$ cat src/rtl/dmem_port_arbiter_if.sv
// rtl/dmem_port_arbiter_if.sv - CPU, DMA and data-RAM port bundle for dmem_port_arbiter
// slave = arbiter side, master = requesters plus RAM read data.
interface dmem_port_arbiter_if #(
  parameter int DW = 32,
  parameter int AW = 7
);
  logic          cpu_req;
  logic          cpu_we;
  logic [AW-1:0] cpu_addr;
  logic [DW-1:0] cpu_wdata;
  logic          cpu_gnt;
  logic          cpu_stall;
  logic          cpu_rvalid;
  logic [DW-1:0] cpu_rdata;

  logic          dma_req;
  logic          dma_we;
  logic [AW-1:0] dma_addr;
  logic [DW-1:0] dma_wdata;
  logic          dma_gnt;
  logic          dma_rvalid;
  logic [DW-1:0] dma_rdata;

  logic          err;

  logic          mem_en;
  logic          mem_we;
  logic [AW-1:0] mem_addr;
  logic [DW-1:0] mem_wdata;
  logic [DW-1:0] mem_rdata;

  modport slave (
    input  cpu_req, cpu_we, cpu_addr, cpu_wdata,
    input  dma_req, dma_we, dma_addr, dma_wdata,
    input  mem_rdata,
    output cpu_gnt, cpu_stall, cpu_rvalid, cpu_rdata,
    output dma_gnt, dma_rvalid, dma_rdata,
    output err,
    output mem_en, mem_we, mem_addr, mem_wdata
  );

  modport master (
    output cpu_req, cpu_we, cpu_addr, cpu_wdata,
    output dma_req, dma_we, dma_addr, dma_wdata,
    output mem_rdata,
    input  cpu_gnt, cpu_stall, cpu_rvalid, cpu_rdata,
    input  dma_gnt, dma_rvalid, dma_rdata,
    input  err,
    input  mem_en, mem_we, mem_addr, mem_wdata
  );
endinterface

$ cat src/rtl/dmem_port_arbiter.sv
// rtl/dmem_port_arbiter.sv - single-port data RAM arbiter between CPU MEM stage and DMA port
// Fixed CPU priority with DMA starvation guard; DMEM_ARB_RR_EN selects round-robin instead.
module dmem_port_arbiter #(
  parameter int DW       = 32,
  parameter int AW       = 7,
  parameter int DEPTH    = 128,
  parameter int MAX_WAIT = 4
) (
  input  logic            clk,
  input  logic            reset,
  dmem_port_arbiter_if.slave bus
);

  localparam logic [AW:0] DEPTH_LIM = (AW + 1)'(DEPTH);

  logic          gnt_cpu;
  logic          gnt_dma;
  logic          any_gnt;
  logic          sel_we;
  logic [AW-1:0] sel_addr;
  logic [DW-1:0] sel_wdata;
  logic          in_range;

  logic          cpu_rvalid_q;
  logic          dma_rvalid_q;
  logic          rsp_oor;
  logic          err_q;
  logic [DW-1:0] cpu_hold;
  logic [DW-1:0] dma_hold;
  logic [DW-1:0] rsp_data;

`ifdef DMEM_ARB_RR_EN
  // Resets to DMA so the CPU takes the first tie.
  logic last_dma;

  always_comb begin
    gnt_cpu = bus.cpu_req & (~bus.dma_req | last_dma);
    gnt_dma = bus.dma_req & ~gnt_cpu;
  end

  always_ff @(posedge clk or posedge reset) begin
    if (reset) begin
      last_dma <= 1'b1;
    end else if (gnt_cpu | gnt_dma) begin
      last_dma <= gnt_dma;
    end
  end
`else
  localparam int WW = $clog2(MAX_WAIT + 1);

  logic [WW-1:0] wait_cnt;
  logic          starve;

  assign starve = (wait_cnt == WW'(MAX_WAIT));

  always_comb begin
    gnt_dma = bus.dma_req & (starve | ~bus.cpu_req);
    gnt_cpu = bus.cpu_req & ~gnt_dma;
  end

  always_ff @(posedge clk or posedge reset) begin
    if (reset) begin
      wait_cnt <= '0;
    end else if (~bus.dma_req | gnt_dma) begin
      wait_cnt <= '0;
    end else if (!starve) begin
      wait_cnt <= wait_cnt + WW'(1);
    end
  end
`endif

  assign any_gnt = gnt_cpu | gnt_dma;

  always_comb begin
    sel_we    = 1'b0;
    sel_addr  = '0;
    sel_wdata = '0;
    if (gnt_dma) begin
      sel_we    = bus.dma_we;
      sel_addr  = bus.dma_addr;
      sel_wdata = bus.dma_wdata;
    end else if (gnt_cpu) begin
      sel_we    = bus.cpu_we;
      sel_addr  = bus.cpu_addr;
      sel_wdata = bus.cpu_wdata;
    end
  end

  assign in_range      = ({1'b0, sel_addr} < DEPTH_LIM);

  assign bus.mem_en    = any_gnt & in_range;
  assign bus.mem_we    = sel_we;
  assign bus.mem_addr  = sel_addr;
  assign bus.mem_wdata = sel_wdata;

  assign bus.cpu_gnt   = gnt_cpu;
  assign bus.dma_gnt   = gnt_dma;
  assign bus.cpu_stall = bus.cpu_req & ~gnt_cpu;

  // The rvalid flags double as the response owner tag travelling with the access.
  always_ff @(posedge clk or posedge reset) begin
    if (reset) begin
      cpu_rvalid_q <= 1'b0;
      dma_rvalid_q <= 1'b0;
      rsp_oor      <= 1'b0;
      err_q        <= 1'b0;
      cpu_hold     <= '0;
      dma_hold     <= '0;
    end else begin
      cpu_rvalid_q <= gnt_cpu & ~bus.cpu_we;
      dma_rvalid_q <= gnt_dma & ~bus.dma_we;
      rsp_oor      <= ~in_range;
      err_q        <= any_gnt & ~in_range;
      if (cpu_rvalid_q) cpu_hold <= rsp_data;
      if (dma_rvalid_q) dma_hold <= rsp_data;
    end
  end

  // RAM data only arrives in the response cycle, so it is passed through then and held after.
  assign rsp_data       = rsp_oor ? '0 : bus.mem_rdata;

  assign bus.cpu_rvalid = cpu_rvalid_q;
  assign bus.dma_rvalid = dma_rvalid_q;
  assign bus.cpu_rdata  = cpu_rvalid_q ? rsp_data : cpu_hold;
  assign bus.dma_rdata  = dma_rvalid_q ? rsp_data : dma_hold;
  assign bus.err        = err_q;

endmodule

$ cat src/flat_wrapper.sv
// flat-port wrapper written by rule: the top's interface ports become plain ports
module dmem_port_arbiter_flat 
#(
  parameter int DW       = 32,
  parameter int AW       = 7,
  parameter int DEPTH    = 128,
  parameter int MAX_WAIT = 4
)
  (clk, reset, bus_cpu_req, bus_cpu_we, bus_cpu_addr, bus_cpu_wdata, bus_dma_req, bus_dma_we, bus_dma_addr, bus_dma_wdata, bus_mem_rdata, bus_cpu_gnt, bus_cpu_stall, bus_cpu_rvalid, bus_cpu_rdata, bus_dma_gnt, bus_dma_rvalid, bus_dma_rdata, bus_err, bus_mem_en, bus_mem_we, bus_mem_addr, bus_mem_wdata);
  dmem_port_arbiter_if #(.DW(DW), .AW(AW)) bus_i ();
  input  logic clk;
  input  logic reset;
  input wire logic [$bits(bus_i.cpu_req)-1:0] bus_cpu_req;
  input wire logic [$bits(bus_i.cpu_we)-1:0] bus_cpu_we;
  input wire logic [$bits(bus_i.cpu_addr)-1:0] bus_cpu_addr;
  input wire logic [$bits(bus_i.cpu_wdata)-1:0] bus_cpu_wdata;
  input wire logic [$bits(bus_i.dma_req)-1:0] bus_dma_req;
  input wire logic [$bits(bus_i.dma_we)-1:0] bus_dma_we;
  input wire logic [$bits(bus_i.dma_addr)-1:0] bus_dma_addr;
  input wire logic [$bits(bus_i.dma_wdata)-1:0] bus_dma_wdata;
  input wire logic [$bits(bus_i.mem_rdata)-1:0] bus_mem_rdata;
  output wire logic [$bits(bus_i.cpu_gnt)-1:0] bus_cpu_gnt;
  output wire logic [$bits(bus_i.cpu_stall)-1:0] bus_cpu_stall;
  output wire logic [$bits(bus_i.cpu_rvalid)-1:0] bus_cpu_rvalid;
  output wire logic [$bits(bus_i.cpu_rdata)-1:0] bus_cpu_rdata;
  output wire logic [$bits(bus_i.dma_gnt)-1:0] bus_dma_gnt;
  output wire logic [$bits(bus_i.dma_rvalid)-1:0] bus_dma_rvalid;
  output wire logic [$bits(bus_i.dma_rdata)-1:0] bus_dma_rdata;
  output wire logic [$bits(bus_i.err)-1:0] bus_err;
  output wire logic [$bits(bus_i.mem_en)-1:0] bus_mem_en;
  output wire logic [$bits(bus_i.mem_we)-1:0] bus_mem_we;
  output wire logic [$bits(bus_i.mem_addr)-1:0] bus_mem_addr;
  output wire logic [$bits(bus_i.mem_wdata)-1:0] bus_mem_wdata;
  assign bus_i.cpu_req = bus_cpu_req;
  assign bus_i.cpu_we = bus_cpu_we;
  assign bus_i.cpu_addr = bus_cpu_addr;
  assign bus_i.cpu_wdata = bus_cpu_wdata;
  assign bus_i.dma_req = bus_dma_req;
  assign bus_i.dma_we = bus_dma_we;
  assign bus_i.dma_addr = bus_dma_addr;
  assign bus_i.dma_wdata = bus_dma_wdata;
  assign bus_i.mem_rdata = bus_mem_rdata;
  assign bus_cpu_gnt = bus_i.cpu_gnt;
  assign bus_cpu_stall = bus_i.cpu_stall;
  assign bus_cpu_rvalid = bus_i.cpu_rvalid;
  assign bus_cpu_rdata = bus_i.cpu_rdata;
  assign bus_dma_gnt = bus_i.dma_gnt;
  assign bus_dma_rvalid = bus_i.dma_rvalid;
  assign bus_dma_rdata = bus_i.dma_rdata;
  assign bus_err = bus_i.err;
  assign bus_mem_en = bus_i.mem_en;
  assign bus_mem_we = bus_i.mem_we;
  assign bus_mem_addr = bus_i.mem_addr;
  assign bus_mem_wdata = bus_i.mem_wdata;
  dmem_port_arbiter #(.DW(DW), .AW(AW), .DEPTH(DEPTH), .MAX_WAIT(MAX_WAIT)) u_core (.clk(clk), .reset(reset), .bus(bus_i));
endmodule
$ cat config.mk
export PLATFORM = sky130hd
export DESIGN_NAME = dmem_port_arbiter_flat
export DESIGN_NICKNAME = d
export VERILOG_FILES = /design/src/rtl/dmem_port_arbiter_if.sv /design/src/rtl/dmem_port_arbiter.sv /design/src/flat_wrapper.sv
export SDC_FILE = /design/constraint.sdc
export NUM_CORES = 1
export LEC_CHECK = 0
export CORE_ASPECT_RATIO = 0.8
export CORE_MARGIN = 5
export CORE_UTILIZATION = 39
export DETAILED_ROUTE_END_ITERATION = 12
export GPL_TIMING_DRIVEN = 0
export HOLD_SLACK_MARGIN = 0.15
export PLACE_DENSITY = 0.87
export RECOVER_POWER = 100
export SLEW_MARGIN = 40
export SYNTH_ARGS = -nofsm -noshare
export SYNTH_HDL_FRONTEND = slang
export SYNTH_SLANG_ARGS = --single-unit
export TNS_END_PERCENT = 20
$ cat constraint.sdc
create_clock -name clk -period 5.53 [get_ports clk]
set_input_delay 0.553 -clock clk [delete_from_list [all_inputs] [get_ports clk]]
set_output_delay 0.553 -clock clk [all_outputs]
set_load 0.02 [all_outputs]
==> impl_metrics.csv, run 1 <==
group,metric,value,unit
status,status,"finished, final reports clean",
drt,firstDrtPassIters,4,
finish,final_cell_mix,"clkdlybuf4s50_1 (116), dlygate4sd3_1 (107), nand2_1 (82)",
sta,max_freq,290.2,MHz
global_route,grt.overflow.total,0,
setup_path,worstPathRequired,4.98,ns
drt,vias,3204,
clocking,path_clk_slew,0.07,ns
clocking,clkSinkCount,69,
die,start_util,0.3994,
setup_path,worstPathArrival,2.89,ns
setup_path,worstSetupPathType,"reg2out",
sta,rsz0062_at_grt,"false",
global_route,grt_pass1_wl,17280,µm
global_route,grt_max_degree,48,
sta,clock_skew,0.006731,ns
logic_synthesis,async_flop_share,1.000,
drt,routedWlPerCell,17.11,µm
logic_synthesis,netlist_instances,302,
power,switchingPower,0.4893,mW
finish,seq_area,1727,µm²
finish,nFillCells,637,
drt,remaining_drc_errors,0,
sta,period_share,0.6231,
clocking,cts-buffers-inserted,9,
power,pwr-share-clk,0.293,
logic_synthesis,synth_warnings,0,
finish,drive_gt1_frac,0.08487,
drt,drt_iter0_drc,81,
sta,setup_viol,0,
clocking,ctsHoldBuffers,0,
clocking,cts_resized,0,
sta,fin_crit,3.446,ns
power,power_frac_seq,0.365,
die,die_y,93.37,µm
finish,final_common_cell,"clkdlybuf4s50_1",
global_route,grtUsageTotal,0.2062,
place,gp_congestion,0.8603,
power,pwr-share-comb,0.342,
finish,area_delta_synth_final,76.77,%
clocking,htreeDepth,3,
drt,drt_wl_total,11190,µm
setup_path,cp-end-kind,"primary output",
logic_synthesis,synth_edf_count,0,
logic_synthesis,synthesis.area,3388,µm²
logic_synthesis,dominantRegCellSynth,"dfrtp_1",
place,place_hpwl,9327,µm
finish,multi_input_area,1456,µm²
finish,nNetsFinal,655,
logic_synthesis,synth-seq-cells,69,
drt,antenna_left,0,
logic_synthesis,synth.avg_cell_area,11.22,µm²
clocking,cts.path.max_buffers,2,
sta,finalSetupTns,0,ns
power,power-per-cell-area,275.3,nW/µm²
power,leakagePower,2.530,nW
clocking,cts_tree,"yes",
power,p_total,1.649,mW
die,io-pin-count,227,
power,vdd.ir_drop.worst,161.3,µV
logic_synthesis,yosysSeqAreaShare,0.5096,
global_route,first_global_vias,3371,
sta,maxSlewHeadroom,0.2712,
die,die_area,10660,µm²
drt,vias_per_cell,4.899,
flow_run,cap_viol_max_count,0,
sta,worst_pin_slew,1.087,ns
logic_synthesis,synth.net_count,420,
die,fp-row-count,30,
die,coreArea,8483,µm²
die,die_w,114.2,µm
logic_synthesis,synth.distinct_cells,24,
power,swShare,0.2968,
sta,slew_violations,0,
setup_path,reg2reg_slack,3.86,ns
setup_path,start_kind,"flop",
min_path,holdCritPathClass,"reg2reg",
clocking,clk_latency,0.34,ns
sta,hold_violations,0,
setup_path,worstPathMaxFanout,10,
finish,antenna_cells,0,
global_route,antenna_found_initial,0,
clocking,cts_setup_buffers,0,
place,numPortBuffers,223,
clocking,root_buffer,"clkbuf_8",
finish,final_core_util,0.7060,
power,p_int,1.159,mW
[cells by family (layout without fill, tap and decap cells)]
family | count (synthesis) | count (layout) | share of synthesized area
and+or+nand+nor | 93 | 93 | 0.1160
other | 1 | 1 | 0.001107
buffers and inverters | 31 | 271 | 0.05798
AOI/OAI and AO/OA | 42 | 42 | 0.09527
DFF | 69 | 69 | 0.5096
muxes | 64 | 64 | 0.2127
adders and majority gates | 2 | 2 | 0.007384
[power groups by stage]
stage / registers [mW] / clock network (mW) / logic [mW]
after CTS: 0.605 / 0.494 / 0.632
after detailed placement: 0.615 / 0 / 0.629
after global routing: 0.609 / 0.515 / 0.598
final: 0.602 / 0.483 / 0.563
after floorplan: 0.606 / 0 / 0.302
after global placement: 0.608 / 0 / 0.613
[cells in the mapped netlist (all sizes together) (2+ instances only)]
master,instances,share of area
nand2,82,0.091
dfrtp,69,0.51
mux2,64,0.21
o22ai,40,0.090
buf,18,0.044
clkbuf,10,0.011
inv,3,0.0033
nor3b,3,0.0081
ha,2,0.0074
nor2b,2,0.0037
[per-layer routing]
layer | global-route usage | vias to the layer above | wire length, µm
met1 | 0.2139 | 1522 | 4010
met4 | 0.06924 | 0 | 172
met5 | 0 | - | 0
li1 | - | 1513 | -
met2 | 0.3709 | 151 | 5753
met3 | 0.09120 | 18 | 1255
[flip-flops by register name (all words and copies together) (netlist names)]
name / count
u_core.bus.cpu_rvalid: 1
u_core.bus.dma_rvalid: 1
u_core.cpu_hold: 32
u_core.dma_hold: 32
u_core.wait_cnt: 3
[layout make-up]
class	instances	area share
Clock buffer	10	0.02131
Sequential cell	69	0.2883
Buffer	28	0.02590
Clock inverter	6	0.01859
Inverter	3	0.002089
Multi-Input combinational cell	202	0.2432
Timing Repair Buffer	224	0.3773
Tap cell	112	0.02340
[through the flow]
step | setup WS [ns] | area (µm²) | std cells | hold WS [ns]
final | 2.084 | 5989 | 654 | 0.4819
after global routing | 1.818 | 5989 | 654 | 0.4819
after CTS | 2.667 | 6030 | 654 | 0.4857
after detailed placement | 2.927 | 5791 | 638 | 0.4810
after global placement | 2.223 | 5761 | 637 | 0.4521
after floorplan | 3.237 | 3388 | 302 | 0.4370
[worst max-delay path: stages, from the launching register on]
cell           delay, ns
dfrtp_1             0.38
inv_1               0.05
ha_1                0.23
a21boi_0            0.52
clkbuf_1            0.56
o22ai_2             0.12
dlygate4sd3_1       0.69
[path summary, 6_finish.rpt]
path / endpoint / depth (start not counted) / start
worst max-delay path: bus_mem_addr[3] / 6 / u_core.wait_cnt[0]$_DFFE_PP0P_
worst min-delay path: u_core.dma_hold[14]$_DFF_PP0_ / 1 / u_core.dma_hold[14]$_DFF_PP0_
worst max register to register: u_core.cpu_hold[23]$_DFF_PP0_ / 3 / u_core.bus.cpu_rvalid$_DFF_PP0_
worst min register to register: u_core.dma_hold[14]$_DFF_PP0_ / 1 / u_core.dma_hold[14]$_DFF_PP0_
max in group asynchronous: u_core.cpu_hold[0]$_DFF_PP0_ / 3 / reset
min in group asynchronous: u_core.cpu_hold[20]$_DFF_PP0_ / 2 / reset
Note: power is estimated with default switching activity, not from simulation.
==> run 2: changes to the inputs <==
--- a/config.mk
+++ b/config.mk
@@ -7,11 +7,11 @@
 export LEC_CHECK = 0
 export CORE_ASPECT_RATIO = 0.8
 export CORE_MARGIN = 5
-export CORE_UTILIZATION = 39
+export CORE_UTILIZATION = 33
 export DETAILED_ROUTE_END_ITERATION = 12
 export GPL_TIMING_DRIVEN = 0
 export HOLD_SLACK_MARGIN = 0.15
-export PLACE_DENSITY = 0.87
+export PLACE_DENSITY = 0.78
 export RECOVER_POWER = 100
 export SLEW_MARGIN = 40
 export SYNTH_ARGS = -nofsm -noshare
==> constraint.sdc (replaced) <==
create_clock -name clk -period 3 [get_ports clk]
set_input_delay 0.3 -clock clk [delete_from_list [all_inputs] [get_ports clk]]
set_output_delay 0.3 -clock clk [all_outputs]
set_load 0.02 [all_outputs]
==> impl_metrics.csv, run 2 (synthesis results as in run 1) <==
group,metric,value,unit
sta,period_share,0.8983,
drt,drt_wl_total,11570,µm
power,p_total,3.176,mW
setup_path,worstPathRequired,2.70,ns
finish,fin_cells,683,
drt,vias_per_cell,4.745,
clocking,htreeDepth,3,
drt,remaining_drc_errors,0,
global_route,grt_max_degree,25,
global_route,grt.overflow.total,0,
place,dpl.cell_count,667,
setup_path,worstPathArrival,2.39,ns
drt,antenna_left,0,
global_route,grt_pass1_wl,17980,µm
global_route,antenna_found_initial,0,
die,io-pin-count,227,
sta,maxSlewHeadroom,0.06172,
drt,firstDrtPassIters,4,
sta,hold_violations,0,
finish,final_core_util,0.6003,
place,gp_congestion,0.9404,
clocking,ctsHoldBuffers,0,
clocking,cts_resized,0,
place,numPortBuffers,223,
power,power-per-cell-area,520.8,nW/µm²
sta,slew_violations,0,
die,start_util,0.3336,
min_path,holdCritPathClass,"in2reg",
setup_path,worstPathMaxFanout,10,
power,vdd.ir_drop.worst,233.2,µV
clocking,cts-buffers-inserted,9,
die,coreArea,10160,µm²
clocking,root_buffer,"clkbuf_16",
die,die_w,123.3,µm
clocking,cts.path.max_buffers,2,
sta,clock_skew,0.005280,ns
die,die_area,12410,µm²
finish,top_regs,"u_core.cpu_hold x32, u_core.dma_hold x32, u_core.wait_cnt x3",
finish,final_cell_mix,"clkdlybuf4s50_1 (145), nand2_1 (82), dlygate4sd3_1 (78)",
die,fp-row-count,33,
flow_run,cap_viol_max_count,0,
clocking,clk_latency,0.32,ns
finish,nNetsFinal,656,
sta,worst_pin_slew,1.407,ns
global_route,grtUsageTotal,0.1845,
drt,drt_iter0_drc,183,
setup_path,start_kind,"flop",
sta,fin_crit,2.695,ns
sta,max_freq,371.1,MHz
drt,vias,3241,
finish,final_common_cell,"clkdlybuf4s50_1",
place,place_hpwl,9347,µm
setup_path,cp-end-kind,"primary output",
clocking,cts_setup_buffers,0,
clocking,cts_tree,"yes",
sta,rsz0062_at_grt,"false",
clocking,path_clk_slew,0.06,ns
die,die_y,100.6,µm
power,leakagePower,2.561,nW
status,status,"finished, final reports clean",
finish,antenna_cells,0,
finish,nFillCells,854,
clocking,clkSinkCount,69,
drt,routedWlPerCell,16.93,µm
sta,setup_viol,0,
global_route,first_global_vias,3514,
finish,drive_gt1_frac,0.1068,
finish,area_delta_synth_final,79.95,%
setup_path,worstSetupPathType,"reg2out",
run 2: path summary, 6_finish.rpt:
kind	start	end	slack (ns)	cells past startpoint
max	u_core.bus.dma_rvalid$_DFF_PP0_	bus_dma_rdata[9]	0.31	4
min	bus_dma_req	u_core.bus.dma_rvalid$_DFF_PP0_	0.28	2
max reg2reg	u_core.bus.dma_rvalid$_DFF_PP0_	u_core.dma_hold[8]$_DFF_PP0_	1.36	3
min reg2reg	u_core.cpu_hold[14]$_DFF_PP0_	u_core.cpu_hold[14]$_DFF_PP0_	0.48	1
max in group asynchronous	reset	u_core.dma_hold[0]$_DFF_PP0_	0.69	3
min in group asynchronous	reset	u_core.cpu_hold[8]$_DFF_PP0_	0.57	2
run 2: worst max-delay path, cell delays in order (launching register included):
cell             delay, ns
dfrtp_1               0.34
clkbuf_1              0.22
clkbuf_1              0.53
mux2_1                0.40
clkdlybuf4s50_1       0.57
run 2: metrics by stage:
stage          hold WS [ns]  setup slack (ns)  instance area, µm²  TNS [ns]
2_1_floorplan        0.3630            0.9601                3388         0
3_3_place_gp         0.4490          -0.09232                5796    -6.129
3_5_place_dp         0.4731            0.7398                5846         0
4_1_cts              0.2730            0.3826                6131         0
5_1_grt              0.2820            0.1538                6097         0
6_report             0.2760            0.3051                6097         0
run 2: routing by layer:
metal / vias up / share of wire / track usage / wire [µm]
met5: - / 0 / 0 / 0
met4: 0 / 0.013 / 0.06213 / 154
met3: 15 / 0.11 / 0.05836 / 1220
met2: 176 / 0.50 / 0.3300 / 5820
met1: 1535 / 0.38 / 0.2073 / 4370
li1: 1515 / - / - / -
run 2: cell type report:
cell class              count  area (µm²)  area share
repair buffers            225        2263      0.3712
flip-flops and latches     69        1727      0.2832
multi-input cells         202        1460      0.2395
clock buffers              10       239.0     0.03920
well taps                 140       175.2     0.02873
plain buffers              28       173.9     0.02852
clock inverters             6       46.29    0.007593
inverters                   3       12.51    0.002052
run 2: power by group:
group / total [mW] / switching [mW] / internal (mW)
sequential: 1.12 / 0.0389 / 1.08
combinational: 1.08 / 0.539 / 0.543
clock: 0.977 / 0.391 / 0.586
total: 3.18 / 0.968 / 2.21
==> RTL edit (settings of run 1) <==
`MAX_WAIT` is set to 4 in 2 places; all go to 8.
--- a/src/rtl/dmem_port_arbiter.sv
+++ b/src/rtl/dmem_port_arbiter.sv
@@ -5,5 +5,5 @@
   parameter int AW       = 7,
   parameter int DEPTH    = 128,
-  parameter int MAX_WAIT = 4
+  parameter int MAX_WAIT = 8
 ) (
   input  logic            clk,
--- a/src/flat_wrapper.sv
+++ b/src/flat_wrapper.sv
@@ -5,5 +5,5 @@
   parameter int AW       = 7,
   parameter int DEPTH    = 128,
-  parameter int MAX_WAIT = 4
+  parameter int MAX_WAIT = 8
 )
   (clk, reset, bus_cpu_req, bus_cpu_we, bus_cpu_addr, bus_cpu_wdata, bus_dma_req, bus_dma_we, bus_dma_addr, bus_dma_wdata, bus_mem_rdata, bus_cpu_gnt, bus_cpu_stall, bus_cpu_rvalid, bus_cpu_rdata, bus_dma_gnt, bus_dma_rvalid, bus_dma_rdata, bus_err, bus_mem_en, bus_mem_we, bus_mem_addr, bus_mem_wdata);
Function: changed (a bounded check fails within 10 cycles, from zero or initial values and one cycle with reset high).
==> RTL edit against run 1 <==
- the flow now finishes with violations (max-capacitance violations, max-slew violations)
- sequential cell count is 1 higher
- clock power is 5.6% lower
- design area is 5.0% lower
- wire length is 8.1% higher
- count of clock-buffer cells in the layout stayed put
- worst setup slack worse by 0.39 ns
- power is 0.49% higher
- synthesized area is 7.3% lower
- critical path type is now in2out
- largest cell class unchanged
- highest routed layer unchanged
==> RTL edit: results (changes against run 1) <==
- Drt wl/cell: 21.5 um (+26%)
- Global-route wire length before repair: 18100 um (+5.0%)
- Outcome: complete, but fails checks
- Htree depth: 3 (unchanged)
- Largest regs: u_core.cpu_hold x32, u_core.dma_hold x32, u_core.wait_cnt x4
- Fin. max-slew vios: 73 (+73)
- Post-layout nets: 568 (-13%)
- Synth Net Count: 331 (-21%)
- Gpl congestion: 0.864 (+0.42%)
- Fillers: 574 (-9.9%)
- Psw: 0.515 mW (+5.2%)
- Critical Path AT: 3.29 ns (+0.40 ns)
- Path type of the worst min-delay path: reg2reg
- Vias in the first global route: 3151 (-6.5%)
- CTS root buf: clkbuf_8
- Netlist cell types: 24 (unchanged)
- Register area share after synthesis: 55.8% (+4.8 points)
- DIE AREA: 9950 um^2 (-6.6%)
- Warnings from Yosys: 0 (unchanged)
- Dpl hpwl: 10300 um (+9.9%)
- Crit Path Max Fanout: 10 (unchanged)
- Synth top area cells: dfrtp_1 56%, mux2_2 18%, a22o_1 11%
- Post-Layout Cell Count: 563 (-14%)
- Post-synthesis async set-or-reset flop share: 100% (unchanged)
- Clock transition at path regs: 0.07 ns (about the same)
- First-iteration detailed-routing DRC count: 51 (-37%)
- DR vias: 2773 (-13%)
- Static Leak: 2.46 nW (-2.9%)
- Clock Skews: 0.00629 ns (-0.000440 ns)
- Mapped Cells: 213 (-29%)
- Failing checks: max-capacitance violations, max-slew violations
- Resized cells post-CTS: 0 (unchanged)
- Largest net degree at the start of global routing: 37 (-23%)
- Placed cell count: 547 (-14%)
- Top cells by count, synth: 70 x dfrtp_1, 51 x mux2_2, 39 x a22o_1, 13 x mux2_1, 6 x buf_2
- Peak VDD IR: 0.194 mV (+20%)
- Max Cap Violations: 2 (+2)
- Antenna violations before repair: 0 (unchanged)
- Postcts setup bufs: 0 (unchanged)
- Pre-antenna DRT Iters: 4 (unchanged)
- Global Route Usage Sum: 24.6% (+3.9 points)
- Total CTS buffers: 9 (unchanged)
- Skew-Pair Late Insertion Delay: 0.33 ns
- Reg2Reg Setup Slack: 3.45 ns (-0.41 ns)
- Share of layout cells above drive strength 1: 8.13% (-0.36 points)
- Port bufs: 225 (+0.90%)
- Least-Margin Pin Slew: 1.82 ns (+0.735 ns)
RTL edit: cell count changes after synthesis, moves of 9 or more:
cell            run 1  this run
a22o_1              0        39
o22ai_2             9         0
mux2_2             60        51
o22ai_1            31         0
mux2_1              4        13
nand2_1            82         0
RTL edit: cell type report:
| cell class | count | area share [%] |
|---|---|---|
| Timing Repair Buffer | 226 | 39.6 |
| Clock inverter | 6 | 1.65 |
| Sequential cell | 70 | 30.8 |
| Tap cell | 108 | 2.37 |
| Buffer | 17 | 1.71 |
| Inverter | 3 | 0.220 |
| Multi-Input combinational cell | 123 | 21.4 |
| Clock buffer | 10 | 2.24 |
RTL edit: final timing paths:
path                                                 from                              end  cells after the start
max                                           bus_dma_req                  bus_mem_addr[5]                      5
min                         u_core.dma_hold[28]$_DFF_PP0_    u_core.dma_hold[28]$_DFF_PP0_                      1
max reg2reg                u_core.wait_cnt[0]$_DFFE_PP0P_  u_core.bus.cpu_rvalid$_DFF_PP0_                      6
min reg2reg                 u_core.dma_hold[28]$_DFF_PP0_    u_core.dma_hold[28]$_DFF_PP0_                      1
max in group asynchronous                           reset     u_core.cpu_hold[7]$_DFF_PP0_                      3
min in group asynchronous                           reset    u_core.cpu_hold[22]$_DFF_PP0_                      2
RTL edit: kinds of logic (layout without fill, tap and decap cells):
group	Yosys count	after routing	synth area share (%)
compound gates	42	42	12.4
xor+xnor	2	2	0.558
fa+ha+maj	2	2	0.797
buf+inv	20	262	4.30
flops	70	70	55.8
mux	64	64	23.0
other cells	1	1	0.119
simple gates	12	12	3.07
RTL edit: routing by layer:
layer	share of wire (%)	vias up	track usage (%)	wire, um
met2	51	133	42.3	6200
met1	37	1358	27.6	4480
li1	-	1262	-	-
met5	0	-	0	0
met4	3.0	0	8.72	365
met3	8.6	20	8.95	1040
RTL edit: critical path, cell delays in order:
cell and delay [ns]:
dlygate4sd3_1 0.64, a21boi_0 0.61, clkbuf_1 0.46, a22o_1 0.30
dlygate4sd3_1 0.71
RTL edit: through the flow:
step | worst slack (ns) | instance area (um^2) | hold WS (ns) | power (mW)
after floorplan | 3.21 | 3140 | 0.560 | 0.926
after global placement | 2.16 | 5530 | 0.465 | 1.26
after detailed placement | 2.43 | 5550 | 0.470 | 1.28
after CTS | 2.43 | 5770 | 0.488 | 1.74
after global routing | 1.56 | 5690 | 0.492 | 1.73
final | 1.69 | 5690 | 0.481 | 1.66
RTL edit: power groups by stage:
stage          combinational [mW]  sequential [mW]  clock (mW)
2_1_floorplan               0.305            0.621           0
3_3_place_gp                0.636            0.623           0
3_5_place_dp                0.650            0.630           0
4_1_cts                     0.653            0.619       0.464
5_1_grt                     0.617            0.626       0.491
6_report                    0.583            0.618       0.456
